File: src/rtl/mem_fsm_pkg.sv
// Shared state encoding, op codes and strobe decoding for the register/memory
// transfer controller.
package mem_fsm_pkg;

  typedef enum logic [2:0] {
    IDLE,
    L_ADDR,
    L_MEM,
    L_WB,
    S_ADDR,
    S_DATA,
    S_MEM,
    DONE
  } state_t;

  localparam logic OP_LOAD  = 1'b0;
  localparam logic OP_STORE = 1'b1;

  typedef struct packed {
    logic mar_write;
    logic mar_mem_read;
    logic mem_en;
    logic mem_rw;
    logic mdr_mem_write;
    logic mdr_read;
    logic mdr_write;
    logic mdr_mem_read;
    logic busy;
    logic done;
    logic err;
  } strobe_t;

  // Selects are zero-extended to 32 bits, so a register file wider than 32 is not supported.
  function automatic logic is_onehot(input logic [31:0] sel);
    return (sel != 32'd0) && ((sel & (sel - 32'd1)) == 32'd0);
  endfunction

  function automatic strobe_t strobes_for(input state_t s, input logic err);
    strobe_t st;
    st        = '0;
    st.mem_rw = 1'b1;
    st.busy   = (s != IDLE);
    case (s)
      L_ADDR, S_ADDR: st.mar_write = 1'b1;
      L_MEM: begin
        st.mar_mem_read  = 1'b1;
        st.mem_en        = 1'b1;
        st.mdr_mem_write = 1'b1;
      end
      L_WB:   st.mdr_read  = 1'b1;
      S_DATA: st.mdr_write = 1'b1;
      S_MEM: begin
        st.mar_mem_read = 1'b1;
        st.mdr_mem_read = 1'b1;
        st.mem_en       = 1'b1;
        st.mem_rw       = 1'b0;
      end
      DONE: begin
        st.done = 1'b1;
        st.err  = err;
      end
      default: ;
    endcase
    return st;
  endfunction

endpackage

File: src/rtl/mem_xfer_fsm_if.sv
// Request, memory handshake and datapath strobe bundle of the transfer controller.
interface mem_xfer_fsm_if #(
  parameter int NREG = 5
);

  logic            start;
  logic            op;
  logic            MFC;
  logic [NREG-1:0] Ri;
  logic [NREG-1:0] Rj;

  logic [NREG-1:0] reg_read;
  logic [NREG-1:0] reg_write;
  logic            MAR_write;
  logic            MAR_mem_read;
  logic            MEM_EN;
  logic            MEM_RW;
  logic            MDR_mem_write;
  logic            MDR_read;
  logic            MDR_write;
  logic            MDR_mem_read;
  logic            busy;
  logic            done;
  logic            err;

  modport master (
    output start, op, MFC, Ri, Rj,
    input  reg_read, reg_write, MAR_write, MAR_mem_read, MEM_EN, MEM_RW,
           MDR_mem_write, MDR_read, MDR_write, MDR_mem_read, busy, done, err
  );

  modport slave (
    input  start, op, MFC, Ri, Rj,
    output reg_read, reg_write, MAR_write, MAR_mem_read, MEM_EN, MEM_RW,
           MDR_mem_write, MDR_read, MDR_write, MDR_mem_read, busy, done, err
  );

endinterface

File: src/rtl/mem_timeout_ctr.sv
// Saturating wait counter for the memory phase; expired marks the last allowed cycle.
module mem_timeout_ctr #(
  parameter int TIMEOUT = 16
) (
  input  logic clk,
  input  logic reset,
  input  logic clear,
  input  logic enable,
  output logic expired
);

  localparam int W      = (TIMEOUT > 0) ? $clog2(TIMEOUT + 1) : 1;
  localparam int LAST_I = (TIMEOUT > 0) ? TIMEOUT - 1 : 0;
  localparam logic [W-1:0] LAST = W'(LAST_I);
  localparam logic [W-1:0] MAX  = W'(TIMEOUT);

  logic [W-1:0] count;

  always_ff @(posedge clk or negedge reset) begin
    if (!reset) begin
      count <= '0;
    end else if (clear) begin
      count <= '0;
    end else if (enable && (count != MAX)) begin
      count <= count + W'(1);
    end
  end

  // TIMEOUT of zero leaves the memory phase waiting indefinitely.
  assign expired = (TIMEOUT > 0) && enable && (count >= LAST);

endmodule

File: src/rtl/mem_xfer_fsm.sv
// Load/store sequencer that drives register, MAR and MDR strobes around a
// memory access completed by an active-low MFC.
module mem_xfer_fsm #(
  parameter int NREG    = 5,
  parameter int TIMEOUT = 16
) (
  input logic           clk,
  input logic           reset,
  mem_xfer_fsm_if.slave bus
);

  import mem_fsm_pkg::*;

  typedef struct packed {
    logic [NREG-1:0] rd;
    logic [NREG-1:0] wr;
    strobe_t         st;
  } drive_t;

  state_t          state;
  logic            op_q;
  logic [NREG-1:0] ri_q;
  logic [NREG-1:0] rj_q;
  drive_t          drv;
  logic            in_mem;
  logic            expired;

  function automatic drive_t drive_for(input state_t s, input logic [NREG-1:0] ri,
                                       input logic [NREG-1:0] rj, input logic err);
    drive_t d;
    d.st = strobes_for(s, err);
    d.rd = '0;
    d.wr = '0;
    case (s)
      L_ADDR, S_DATA: d.rd = rj;
      S_ADDR:         d.rd = ri;
      L_WB:           d.wr = ri;
      default: ;
    endcase
    return d;
  endfunction

  assign in_mem = (state == L_MEM) || (state == S_MEM);

  mem_timeout_ctr #(
    .TIMEOUT(TIMEOUT)
  ) u_timeout (
    .clk    (clk),
    .reset  (reset),
    .clear  (!in_mem),
    .enable (in_mem),
    .expired(expired)
  );

  // Outputs are registered: every transition loads the strobes of the state being entered.
  always_ff @(posedge clk or negedge reset) begin
    if (!reset) begin
      state <= IDLE;
      op_q  <= OP_LOAD;
      ri_q  <= '0;
      rj_q  <= '0;
      drv   <= drive_for(IDLE, '0, '0, 1'b0);
    end else begin
      case (state)
        IDLE: begin
          if (bus.start) begin
            op_q <= bus.op;
            ri_q <= bus.Ri;
            rj_q <= bus.Rj;
            if (!is_onehot(32'(bus.Ri)) || !is_onehot(32'(bus.Rj))) begin
              state <= DONE;
              drv   <= drive_for(DONE, '0, '0, 1'b1);
            end else if (bus.op == OP_STORE) begin
              state <= S_ADDR;
              drv   <= drive_for(S_ADDR, bus.Ri, bus.Rj, 1'b0);
            end else begin
              state <= L_ADDR;
              drv   <= drive_for(L_ADDR, bus.Ri, bus.Rj, 1'b0);
            end
          end
        end
        L_ADDR: begin
          state <= L_MEM;
          drv   <= drive_for(L_MEM, ri_q, rj_q, 1'b0);
        end
        S_ADDR: begin
          state <= S_DATA;
          drv   <= drive_for(S_DATA, ri_q, rj_q, 1'b0);
        end
        S_DATA: begin
          state <= S_MEM;
          drv   <= drive_for(S_MEM, ri_q, rj_q, 1'b0);
        end
        // A completion on the same cycle as expiry still counts as success.
        L_MEM, S_MEM: begin
          if (!bus.MFC) begin
            if (op_q == OP_STORE) begin
              state <= DONE;
              drv   <= drive_for(DONE, ri_q, rj_q, 1'b0);
            end else begin
              state <= L_WB;
              drv   <= drive_for(L_WB, ri_q, rj_q, 1'b0);
            end
          end else if (expired) begin
            state <= DONE;
            drv   <= drive_for(DONE, ri_q, rj_q, 1'b1);
          end
        end
        L_WB: begin
          state <= DONE;
          drv   <= drive_for(DONE, ri_q, rj_q, 1'b0);
        end
        default: begin
          state <= IDLE;
          drv   <= drive_for(IDLE, ri_q, rj_q, 1'b0);
        end
      endcase
    end
  end

  assign bus.reg_read      = drv.rd;
  assign bus.reg_write     = drv.wr;
  assign bus.MAR_write     = drv.st.mar_write;
  assign bus.MAR_mem_read  = drv.st.mar_mem_read;
  assign bus.MEM_EN        = drv.st.mem_en;
  assign bus.MEM_RW        = drv.st.mem_rw;
  assign bus.MDR_mem_write = drv.st.mdr_mem_write;
  assign bus.MDR_read      = drv.st.mdr_read;
  assign bus.MDR_write     = drv.st.mdr_write;
  assign bus.MDR_mem_read  = drv.st.mdr_mem_read;
  assign bus.busy          = drv.st.busy;
  assign bus.done          = drv.st.done;
  assign bus.err           = drv.st.err;

endmodule

File: src/flat_wrapper.sv
// flat-port wrapper written by rule: the top's interface ports become plain ports
module mem_xfer_fsm_flat import mem_fsm_pkg::*;
#(
  parameter int NREG    = 5,
  parameter int TIMEOUT = 16
)
  (clk, reset, bus_start, bus_op, bus_MFC, bus_Ri, bus_Rj, bus_reg_read, bus_reg_write, bus_MAR_write, bus_MAR_mem_read, bus_MEM_EN, bus_MEM_RW, bus_MDR_mem_write, bus_MDR_read, bus_MDR_write, bus_MDR_mem_read, bus_busy, bus_done, bus_err);
  mem_xfer_fsm_if #(.NREG(NREG)) bus_i ();
  input logic clk;
  input logic reset;
  input wire logic [$bits(bus_i.start)-1:0] bus_start;
  input wire logic [$bits(bus_i.op)-1:0] bus_op;
  input wire logic [$bits(bus_i.MFC)-1:0] bus_MFC;
  input wire logic [$bits(bus_i.Ri)-1:0] bus_Ri;
  input wire logic [$bits(bus_i.Rj)-1:0] bus_Rj;
  output wire logic [$bits(bus_i.reg_read)-1:0] bus_reg_read;
  output wire logic [$bits(bus_i.reg_write)-1:0] bus_reg_write;
  output wire logic [$bits(bus_i.MAR_write)-1:0] bus_MAR_write;
  output wire logic [$bits(bus_i.MAR_mem_read)-1:0] bus_MAR_mem_read;
  output wire logic [$bits(bus_i.MEM_EN)-1:0] bus_MEM_EN;
  output wire logic [$bits(bus_i.MEM_RW)-1:0] bus_MEM_RW;
  output wire logic [$bits(bus_i.MDR_mem_write)-1:0] bus_MDR_mem_write;
  output wire logic [$bits(bus_i.MDR_read)-1:0] bus_MDR_read;
  output wire logic [$bits(bus_i.MDR_write)-1:0] bus_MDR_write;
  output wire logic [$bits(bus_i.MDR_mem_read)-1:0] bus_MDR_mem_read;
  output wire logic [$bits(bus_i.busy)-1:0] bus_busy;
  output wire logic [$bits(bus_i.done)-1:0] bus_done;
  output wire logic [$bits(bus_i.err)-1:0] bus_err;
  assign bus_i.start = bus_start;
  assign bus_i.op = bus_op;
  assign bus_i.MFC = bus_MFC;
  assign bus_i.Ri = bus_Ri;
  assign bus_i.Rj = bus_Rj;
  assign bus_reg_read = bus_i.reg_read;
  assign bus_reg_write = bus_i.reg_write;
  assign bus_MAR_write = bus_i.MAR_write;
  assign bus_MAR_mem_read = bus_i.MAR_mem_read;
  assign bus_MEM_EN = bus_i.MEM_EN;
  assign bus_MEM_RW = bus_i.MEM_RW;
  assign bus_MDR_mem_write = bus_i.MDR_mem_write;
  assign bus_MDR_read = bus_i.MDR_read;
  assign bus_MDR_write = bus_i.MDR_write;
  assign bus_MDR_mem_read = bus_i.MDR_mem_read;
  assign bus_busy = bus_i.busy;
  assign bus_done = bus_i.done;
  assign bus_err = bus_i.err;
  mem_xfer_fsm #(.NREG(NREG), .TIMEOUT(TIMEOUT)) u_core (.clk(clk), .reset(reset), .bus(bus_i));
endmodule
File: config.mk
export PLATFORM = sky130hd
export DESIGN_NAME = mem_xfer_fsm_flat
export DESIGN_NICKNAME = d
export VERILOG_FILES = /design/src/rtl/mem_fsm_pkg.sv /design/src/rtl/mem_xfer_fsm_if.sv /design/src/rtl/mem_timeout_ctr.sv /design/src/rtl/mem_xfer_fsm.sv /design/src/flat_wrapper.sv
export SDC_FILE = /design/constraint.sdc
export NUM_CORES = 1
export LEC_CHECK = 0
export ABC_AREA = 1
export BUFFER_PORTS_ARGS = -buffer_cell sky130_fd_sc_hd__buf_2
export CORE_ASPECT_RATIO = 0.5
export CORE_MARGIN = 5
export CORE_UTILIZATION = 40
export CTS_BUF_LIST = sky130_fd_sc_hd__clkbuf_2
export DETAILED_ROUTE_END_ITERATION = 7
export GPL_ROUTABILITY_DRIVEN = 1
export RECOVER_POWER = 25
export SKIP_LAST_GASP = 1
export SYNTH_ARGS = -nofsm -noshare
export SYNTH_HDL_FRONTEND = slang
export SYNTH_SLANG_ARGS = --single-unit
File: constraint.sdc
create_clock -name clk -period 4.8 [get_ports clk]
set_clock_uncertainty 0.15 [all_clocks]
set_input_delay 0 -clock clk [delete_from_list [all_inputs] [get_ports clk]]
set_output_delay 0 -clock clk [all_outputs]
set_load 0.03 [all_outputs]
==> impl_metrics.py <==
metrics = {
    "synth": {
        "netlist_area_um2": 1951,
        "synthXorXnorAreaFrac": 0,
        "synth.area.mux_share": 0.01347,
        "syn_nets": 260,
        "syn_inst": 242,
        "netlist-cell-type-count": 27,
        "ys.warnings.count": 0,
        "yosys.area_share.simple": 0.2996,
        "ys_seq_area_frac": 0.5010,
        "synth_top_family_by_area": "simple AND/OR/NAND/NOR gates",
        "synth_compound_area_frac": 0.09044,
        "ys_seq_elements": 39,
        "synth_area_per_cell_um2": 8.060,
        "synthAdderAreaFrac": 0.01924,
    },
    "worst_setup_path": {
        "rrSetupSlack_ns": 2.23,
        "worstSetupPathType": "register to register",
        "critPathCaptureType": "register",
        "r2r-end": "u_core.ri_q[1]$_DFFE_PN0P_",
        "critical_path.slowest_cell": "dlygate4sd3_1",
        "worstPathArrival_ns": 2.71,
        "cpPeakStageDelay_ns": 0.57,
        "required_ns": 4.94,
        "cp-start-kind": "register",
        "cp_max_fo": 21,
        "crit_chain": "inv_1, nand2_4, inv_6, nand2_4, nor2_1, dlygate4sd3_1, a21oi_1, dlygate4sd3_1",
        "r2r-start": "u_core.state[2]$_DFFE_PN0P_",
        "rr_worst_depth": 8,
    },
    "placement": {
        "dp.final_hpwl_mm": 3.122,
        "gp_congestion": 0.8159,
        "dp.cells": 337,
        "pre_cts_ws_ns": 2.706,
        "portBuffers": 35,
    },
    "pwr": {
        "clkPwrFrac": 0.149,
        "powerDensity_nw_per_um2": 529.1,
        "p_sw_frac": 0.4287,
        "total_power_mw": 1.318,
        "p_sw_mw": 0.5650,
        "vdd_drop_max_v": 0.0001685,
        "p_int_mw": 0.7530,
        "seqPwrFrac": 0.396,
        "power_frac_comb": 0.456,
        "power_leakage_nw": 1.342,
    },
    "global_routing": {
        "top_usage_layer": "met2",
        "antenna_found_initial": 0,
        "use_met3": 0.03808,
        "overflow": 0,
        "grt_pass1_wl_mm": 7.741,
        "grt_pass1_vias": 1688,
        "grt_max_degree": 40,
        "grt_use_total": 0.1546,
        "grtUsageMet2": 0.2458,
        "met1_usage": 0.2055,
    },
    "sta": {
        "finalHoldViolCount": 0,
        "rsz0062_at_grt": "false",
        "worst_slack_ns": 2.229,
        "relSlewSlack": -0.3749,
        "maxSlewViolCount": 40,
        "fmax_mhz": 389.0,
        "setup-tns-final_ns": 0,
        "post-route-period-util": 0.5356,
        "setup_viol": 0,
        "fin_crit_ns": 2.571,
        "worstMarginPinSlew_ns": 2.062,
    },
    "clock_tree": {
        "root_buffer": "clkbuf_2",
        "cts_resized": 0,
        "cts.path.max_buffers": 2,
        "cts_tree": "yes",
        "ctsHoldBuffers": 27,
        "cts-htree-levels": 2,
        "postCtsSetupRepairBufs": 0,
        "cts_buffers": 5,
        "clock_latency_ns": 0.40,
        "clock_sinks": 39,
        "clkSlewWorstSetupHoldPaths_ns": 0.21,
    },
    "drt": {
        "drtIter0Drc": 45,
        "wl_per_cell_um": 11.87,
        "drc_errors": 0,
        "firstDrtPassIters": 5,
        "final_antenna_net_count": 0,
        "via_per_inst": 4.610,
        "wirelength_mm": 4.417,
        "via_count": 1715,
    },
    "floorplan": {
        "rows": 17,
        "ios": 36,
        "start_util": 0.4285,
        "die-width_um": 108.8,
        "die_area_um2": 6458,
        "die_y_um": 59.38,
        "core_um2": 4552,
    },
    "finish": {
        "syn2layout_area_growth_pct": 27.71,
        "drive_gt1_frac": 0.1863,
        "layout_common_cells": "91 x nand2_1, 38 x dfrtp_1, 34 x buf_2",
        "n_fill_cell": 466,
        "stdcell_count": 372,
        "final_common_cell": "nand2_1",
        "ff_latch_area_um2": 977.2,
        "multi_input_area_um2": 824.5,
        "utilization": 0.5473,
        "antenna_cells": 0,
        "final_nets": 323,
    },
    "min_path": {
        "worstHoldPathCells": 5,
        "min_path_type": "input pin to register",
        "holdCritStartpoint": "bus_MFC",
        "holdPathEnd": "u_core.bus.reg_write[4]$_DFFE_PN0P_",
    },
    "status": {
        "status": "finished with violations",
        "violations": "capacitance limit, slew limit",
    },
    "job": {
        "cap_violations": 1,
    },
}
-- worst max path at each step --
stage                                          start                                  to  slack, ns
6_report                 u_core.state[2]$_DFFE_PN0P_          u_core.ri_q[1]$_DFFE_PN0P_       2.23
5_1_grt                  u_core.state[2]$_DFFE_PN0P_          u_core.ri_q[0]$_DFFE_PN0P_       2.08
4_1_cts                  u_core.state[1]$_DFFE_PN0P_          u_core.ri_q[0]$_DFFE_PN0P_       2.29
3_5_place_dp   u_core.u_timeout.count[0]$_DFFE_PN0P_  u_core.bus.reg_read[1]$_DFFE_PN0P_       2.71
3_3_place_gp   u_core.u_timeout.count[0]$_DFFE_PN0P_         u_core.state[2]$_DFFE_PN0P_       2.76
2_1_floorplan  u_core.u_timeout.count[0]$_DFFE_PN0P_         u_core.bus.busy$_DFFE_PN0P_       3.05
-- cells by family (layout without fill, tap and decap cells) --
family | Yosys count | after routing
AOI/OAI and AO/OA | 33 | 33
muxes | 2 | 2
buffers and inverters | 31 | 95
and+or+nand+nor | 134 | 134
adders and majority gates | 3 | 3
DFF | 39 | 39
-- flip-flops by register name, summed over array words and instances (netlist names) --
signal                    flops
u_core.u_timeout.count        5
u_core.ri_q                   5
u_core.bus.err                1
u_core.bus.MDR_mem_read       1
u_core.bus.MDR_write          1
u_core.bus.MAR_mem_read       1
u_core.bus.reg_write          5
u_core.state                  3
u_core.bus.done               1
u_core.bus.MDR_mem_write      1
u_core.op_q                   1
u_core.bus.busy               1
u_core.bus.MDR_read           1
u_core.bus.MEM_RW             1
u_core.bus.MAR_write          1
u_core.bus.reg_read           5
u_core.rj_q                   5
-- area by class of cell --
class | instances | share of cell area
Clock buffer | 5 | 0.01005
Clock inverter | 3 | 0.01557
Sequential cell | 39 | 0.3923
Tap cell | 66 | 0.03315
Multi-Input combinational cell | 172 | 0.3310
Timing Repair Buffer | 62 | 0.1783
Inverter | 25 | 0.03968
-- critical path: cells and delay by family (launching register included) --
kind	cells	cell delay, ns
AOI/OAI and AO/OA	1	0.04
buffers and inverters	4	1.41
DFF	1	0.48
and+or+nand+nor	3	0.38
-- synthesized netlist by cell type --
master,number,area [µm²]
buf_6,3,33.78
inv_6,1,8.760
nand2_2,3,18.77
o21ai_4,1,16.27
inv_2,1,3.750
nand2_4,2,22.52
nor2_1,15,56.30
nand3_1,8,40.04
nand4_1,8,50.05
mux2_2,1,11.26
nor2_4,2,22.52
nand3_2,1,10.01
nor3_1,2,10.01
nand2_1,91,341.6
a21oi_1,9,45.04
clkinv_1,1,3.750
o21ai_1,3,15.01
dfstp_2,1,26.28
buf_2,1,5.000
buf_4,1,7.510
nor2_2,2,12.51
o21ai_0,20,100.1
dfrtp_1,38,950.9
ha_1,3,37.54
mux2_4,1,15.01
clkbuf_1,1,3.750
inv_1,22,82.58
-- power by group through the flow --
stage               registers (mW)  logic [mW]  clock network [mW]
finish                       0.522       0.600               0.196
global route                 0.537       0.677               0.215
CTS                          0.521       0.604               0.202
detailed placement           0.529       0.528                   0
global placement             0.528       0.520                   0
floorplan                    0.619       0.308                   0
-- metrics by stage --
step / area [µm²] / hold WS, ns
floorplan: 1951 / -0.4456
global placement: 2158 / 0.01110
detailed placement: 2158 / 0.01428
CTS: 2492 / 0.07963
global route: 2491 / 0.3401
finish: 2491 / 0.3286
-- routing by layer --
metal,share of wire,routed length [µm]
met1,0.47,2059
met2,0.46,2035
met3,0.060,264
met4,0.013,59
met5,0,0
Note: power is estimated with default switching activity, not from simulation.
